[config.mk]
export PLATFORM = sky130hd
export DESIGN_NAME = fnv1a_hash_core
export DESIGN_NICKNAME = d
export VERILOG_FILES = /design/src/rtl/fnv_pkg.sv /design/src/rtl/fnv_term_adder.sv /design/src/rtl/fnv1a_hash_core.sv
export SDC_FILE = /design/constraint.sdc
export NUM_CORES = 1
export LEC_CHECK = 0
export ABC_CLOCK_PERIOD_IN_PS = 10290
export BUFFER_PORTS_ARGS = -buffer_cell sky130_fd_sc_hd__buf_2
export CORE_UTILIZATION = 35
export DETAILED_ROUTE_END_ITERATION = 16
export GPL_ROUTABILITY_DRIVEN = 0
export PLACE_DENSITY = 0.57
export SYNTH_ARGS = -nofsm -noshare
export SYNTH_HDL_FRONTEND = slang
export SYNTH_SLANG_ARGS = --single-unit
[constraint.sdc]
create_clock -name clk -period 10.29 [get_ports clk]
set_clock_uncertainty 0.05 [all_clocks]
set_input_delay 1.029 -clock clk [delete_from_list [all_inputs] [get_ports clk]]
set_output_delay 1.029 -clock clk [all_outputs]
set_load 0.02 [all_outputs]
[src/rtl/fnv_pkg.sv]
// Shared constants, multiply shift table and FSM state type for the FNV-1a 32-bit hash core.
package fnv_pkg;

    localparam logic [31:0] FNV32_PRIME = 32'h01000193;
    localparam logic [31:0] FNV32_BASIS = 32'h811C9DC5;

    localparam int unsigned FNV_TERMS = 6;
    localparam logic [2:0]  FNV_LAST_TERM = 3'd5;

    // The prime is 2^24 + 2^8 + 2^7 + 2^4 + 2^1 + 2^0; one entry per set bit.
    localparam logic [4:0] FNV_SHIFT [0:5] = '{5'd0, 5'd1, 5'd4, 5'd7, 5'd8, 5'd24};

    typedef enum logic {
        IDLE = 1'b0,
        MUL  = 1'b1
    } state_t;

    function automatic logic [4:0] fnv_shift(input logic [2:0] idx);
        if (idx < 3'd6) begin
            return FNV_SHIFT[idx];
        end
        return 5'd0;
    endfunction

endpackage

[src/rtl/fnv_term_adder.sv]
// Adds one shifted copy of the multiplicand (one set bit of the FNV prime) to a running sum.
module fnv_term_adder
    import fnv_pkg::*;
(
    input  logic [31:0] acc,
    input  logic [31:0] base,
    input  logic [2:0]  idx,
    output logic [31:0] sum
);

    logic [31:0] term;

    assign term = base << fnv_shift(idx);
    assign sum  = acc + term;

endmodule

[src/rtl/fnv1a_hash_core.sv]
// FNV-1a 32-bit hash engine fed by a byte valid/ready stream.
// Define FNV_SERIAL_MUL_EN for a one-term-per-cycle multiplier; otherwise the multiply is single-cycle.
module fnv1a_hash_core
    import fnv_pkg::*;
#(
    parameter int          CNT_W = 16,
    parameter logic [31:0] BASIS = FNV32_BASIS
) (
    input  logic             clk,
    input  logic             rst_n,
    input  logic             clear,
    input  logic             in_valid,
    input  logic [7:0]       in_data,
    output logic             in_ready,
    output logic [31:0]      digest,
    output logic [CNT_W-1:0] byte_count,
    output logic             busy
);

    logic [31:0]      digest_q;
    logic [CNT_W-1:0] count_q;
    logic             accept;

    assign accept     = in_valid & in_ready;
    assign digest     = digest_q;
    assign byte_count = count_q;

`ifdef FNV_SERIAL_MUL_EN

    state_t      state_q, state_d;
    logic [2:0]  term_q;
    logic [31:0] base_q;
    logic [31:0] prod_q;
    logic [31:0] prod_sum;

    fnv_term_adder u_term_adder (
        .acc  (prod_q),
        .base (base_q),
        .idx  (term_q),
        .sum  (prod_sum)
    );

    always_comb begin
        state_d  = state_q;
        in_ready = 1'b0;
        busy     = 1'b0;
        case (state_q)
            IDLE: begin
                in_ready = ~clear;
                if (in_valid && !clear) begin
                    state_d = MUL;
                end
            end
            MUL: begin
                busy = 1'b1;
                if (term_q == FNV_LAST_TERM) begin
                    state_d = IDLE;
                end
            end
            default: state_d = IDLE;
        endcase
        if (clear) begin
            state_d = IDLE;
        end
    end

    always_ff @(posedge clk or negedge rst_n) begin
        if (!rst_n) begin
            state_q  <= IDLE;
            term_q   <= 3'd0;
            base_q   <= 32'h0;
            prod_q   <= 32'h0;
            digest_q <= BASIS;
            count_q  <= '0;
        end else if (clear) begin
            // Any partial product is dropped; the digest restarts from the basis.
            state_q  <= IDLE;
            term_q   <= 3'd0;
            prod_q   <= 32'h0;
            digest_q <= BASIS;
            count_q  <= '0;
        end else begin
            state_q <= state_d;
            if (accept) begin
                base_q  <= digest_q ^ {24'h0, in_data};
                prod_q  <= 32'h0;
                term_q  <= 3'd0;
                count_q <= count_q + 1'b1;
            end else if (state_q == MUL) begin
                prod_q <= prod_sum;
                term_q <= term_q + 3'd1;
                if (term_q == FNV_LAST_TERM) begin
                    digest_q <= prod_sum;
                end
            end
        end
    end

`else

    logic [31:0] mix;
    logic [31:0] chain [0:6];

    assign mix      = digest_q ^ {24'h0, in_data};
    assign chain[0] = 32'h0;
    assign in_ready = ~clear;
    assign busy     = 1'b0;

    for (genvar k = 0; k < 6; k++) begin : g_term
        fnv_term_adder u_term_adder (
            .acc  (chain[k]),
            .base (mix),
            .idx  (3'(k)),
            .sum  (chain[k+1])
        );
    end

    always_ff @(posedge clk or negedge rst_n) begin
        if (!rst_n) begin
            digest_q <= BASIS;
            count_q  <= '0;
        end else if (clear) begin
            digest_q <= BASIS;
            count_q  <= '0;
        end else if (accept) begin
            digest_q <= chain[6];
            count_q  <= count_q + 1'b1;
        end
    end

`endif

endmodule
==> summary.md <==
| Metric | Value |
|---|---|
| Async set-reset flop share out of synthesis | `100%` |
| Final setup fails | `0` |
| Status | `finished clean` |
| Initial DRC Count | `236` |
| Synth area leaders | `fa_1 (25%), dfrtp_1 (14%), ha_1 (12%)` |
| CP Max Fanout | `6` |
| Synth cell types | `56` |
| Number of synthesized flops with an enable pin | `0` |
| Core ar. | `17,300 um2` |
| Slew @ Worst Pin | `1.21 ns` |
| Placed insts | `934` |
| Met3 routed WL | `518 um` |
| Row cnt | `48` |
| Max stage delay on crit path | `0.57 ns` |
| Setup crit start | `in_data[1]` |
| Ant. Diodes | `0` |
| Top_reg_cell synth | `dfrtp_1` |
| H-tree depth | `2` |
| Detailed Routing Iterations Pass 1 | `4` |
| Syn Nets | `816` |
| Post-Syn Area | `6190 um2` |
| Fmax | `0.188 GHz` |
| Fin cells | `942` |
| Top cell family by delay on the critical path | `adder cells` |
| CP arrival | `5.49 ns` |
| CTS Buf Count | `5` |
| Post-route clock period utilization | `51.6%` |
| Synth Area per Inst | `9.29 um2` |
| CTS tree | `done` |
| Initial antenna violation count | `0` |
| Die Y | `135 um` |
| Post-synthesis instance total | `666` |
| Kind of critical path | `in -> reg` |
| Fill cell count | `1,789` |
| Startpoint types | `input pin` |
| Synth Register Bits | `48` |
| Routed len/inst | `16.8 um` |
| Hold buffer count at CTS | `0` |
| Die footprint | `18,200 um2` |
| Crit-path slowest cell | `xnor2_1` |
| Overflow after GRT | `0` |
| Global Route Usage Sum | `19.1%` |
| Number of global-route vias before repair | `4,875` |
| Top cell type's share of synthesized area | `25.2%` |
| Ports | `62` |
| Final ANT Viol Nets | `0` |
| P&R area growth vs syn | `11.0%` |
| RSZ-0062 raised after global routing | `no` |
| Global-route wire length before repair | `26.5 mm` |
| Critical path depth | `16` |
| Pin count of the biggest net entering global routing | `49` |
| Crit-path cells | `buf_2, xnor2_1, inv_1, fa_1, inv_1, fa_1, inv_1, ha_1, ha_1, a21o_1, a21oi_1, a21oi_1, a2111oi_4, a211oi_1, mux2i_1, a211oi_1` |
| Clock root buffer | `clkbuf_16` |
| Slew headroom | `19.0%` |
| Nets@finish | `866` |
| TNS Setup | `0 ns` |
| Routed via count | `4,773` |
| Sequential share of the synthesized area | `19.7%` |
| End point of the critical path | `digest[24]` |
| Post-CTS resize count | `0` |
| Clk pin slew, worst setup/hold paths | `0.08 ns` |
| Type of destination of the critical path | `flip-flop` |
| PortBufs | `60` |
| Slew Viols, Final | `0` |
| Hold Violations, Final | `0` |
| Max-Cap Viols | `0` |
| Chip Width | `135 um` |
| Postcts setup bufs | `0` |
| Most common cell on crit path | `inv_1` |
| Clk sinks | `48` |
| FF-to-FF setup slack | `5.36 ns` |
| CP Data Required Time | `10.47 ns` |
| FF-to-FF Start | `digest[0]` |
| Met1 Wirelength | `7.52 mm` |
| Post-layout min period | `5.31 ns` |
| Min-delay worst type | `reg -> reg` |
| Clock Path Buffers | `2` |
| Worst skew pair latency | `0.31 ns` |
| Initial Util | `35.8%` |
| FF-to-FF path depth | `14` |
| DRC viols | `0` |
| Routed WL | `15.8 mm` |
| Highest metal used | `met4` |
| Layout cells sized above 1 | `13.0%` |
| Ys Warns | `0` |
| Number of vias per cell | `5.07` |
| Hpwl dp | `12.4 mm` |
| Terminus of the critical flop-to-flop path | `digest[31]` |
| Min-delay src | `digest[13]` |
| Metal2 WL | `7.60 mm` |
| Synth area leader | `fa_1` |
| Buf/Inv on CP | `4` |
==> cell type report <==
type	count	area, um2	area share (%)
Timing Repair Buffer	63	323	4.70
Multi-Input combinational cell	457	4350	63.3
Inverter	141	529	7.70
Tap cell	225	282	4.10
Clock buffer	5	125	1.82
Clock inverter	3	46.3	0.674
Sequential cell	48	1220	17.7
==> worst reg2reg max path, cell delays in order, from the launching register on <==
cell and delay [ns]:
dfstp_2 0.56, xor2_1 0.54, inv_1 0.16, fa_1 0.53
fa_1 0.46, fa_1 0.56, inv_1 0.04, ha_1 0.39
a21o_1 0.21, a21o_1 0.18, a221o_1 0.34, a2111oi_2 0.36
a21oi_1 0.10, o2111ai_1 0.22, o311a_1 0.19
==> per-stage QoR <==
step                      cell area (um2)  utilization (%)  hold WS (ns)  worst slack (ns)
after floorplan                      6190                -         0.531              5.40
after global routing                 6870             39.7         0.522              4.67
after global placement               6700             38.7         0.465              4.70
final                                6870             39.7         0.467              4.98
after CTS                            6870             39.7         0.470              5.00
after detailed placement             6700             38.7         0.452              4.69
==> synthesized netlist by cell type (all sizes together) (4+ instances only) <==
cell type,count
o211ai,5
xnor2,26
a2111oi,4
xor2,20
or3,6
a211oi,11
nand3,11
mux2i,12
nor2,40
ha,60
nor3,6
fa,78
o21a,4
clkbuf,12
dfstp,14
and3,12
o21ai,29
o21bai,6
nand4,6
inv,141
and2,4
o2111ai,4
buf,8
dfrtp,34
a21oi,36
a21o,11
nand2,33
==> how the worst min path moves through the flow <==
stage,end,cells past startpoint
global placement,digest[13],2
CTS,digest[13],2
detailed placement,digest[13],2
floorplan,digest[2],2
finish,digest[13],2
global route,digest[13],2
==> sequential cells by signal, summed over array words and instances, names as in the netlist <==
signal,flops
byte_count,16
digest,32
==> layout by cell type (no fill, tap or decap), types with 3 or more instances in the layout <==
| master | count |
|---|---|
| buf_4 | 3 |
| inv_1 | 141 |
| a21oi_1 | 36 |
| and2_1 | 3 |
| fa_1 | 78 |
| o21bai_1 | 6 |
| nor2_1 | 40 |
| nand4_1 | 6 |
| nand3_1 | 11 |
| and3_1 | 11 |
| o21a_1 | 4 |
| dfrtp_1 | 34 |
| mux2i_1 | 12 |
| a21o_1 | 11 |
| dfstp_2 | 14 |
| nand2_1 | 33 |
| nor2b_1 | 3 |
| nor3_1 | 6 |
| o31ai_1 | 3 |
| clkbuf_16 | 5 |
| o21ai_0 | 29 |
| xor2_1 | 20 |
| a2111oi_2 | 3 |
| a211oi_1 | 10 |
| or3_1 | 6 |
| o2111ai_1 | 4 |
| ha_1 | 60 |
| buf_2 | 60 |
| o211ai_1 | 5 |
| xnor2_1 | 26 |
==> cells by family after synthesis <==
logic type | synth area share [%]
other | 0.0606
multiplexers | 2.12
buffers and inverters | 10.1
XOR/XNOR | 6.51
flip-flops | 19.7
AND/OR/NAND/NOR | 9.75
adder cells (fa/ha/maj) | 37.4
AO/OA/AOI/OAI | 14.4
==> layer usage <==
layer	GRT usage [%]	up-vias
li1	-	2265
met1	26.3	2410
met2	31.8	86
met3	2.82	12
met4	3.87	0
met5	0	-
Power is left out: the tool's default activity adds up to more than one toggle a clock period on the data nets, which glitch-free logic cannot reach.
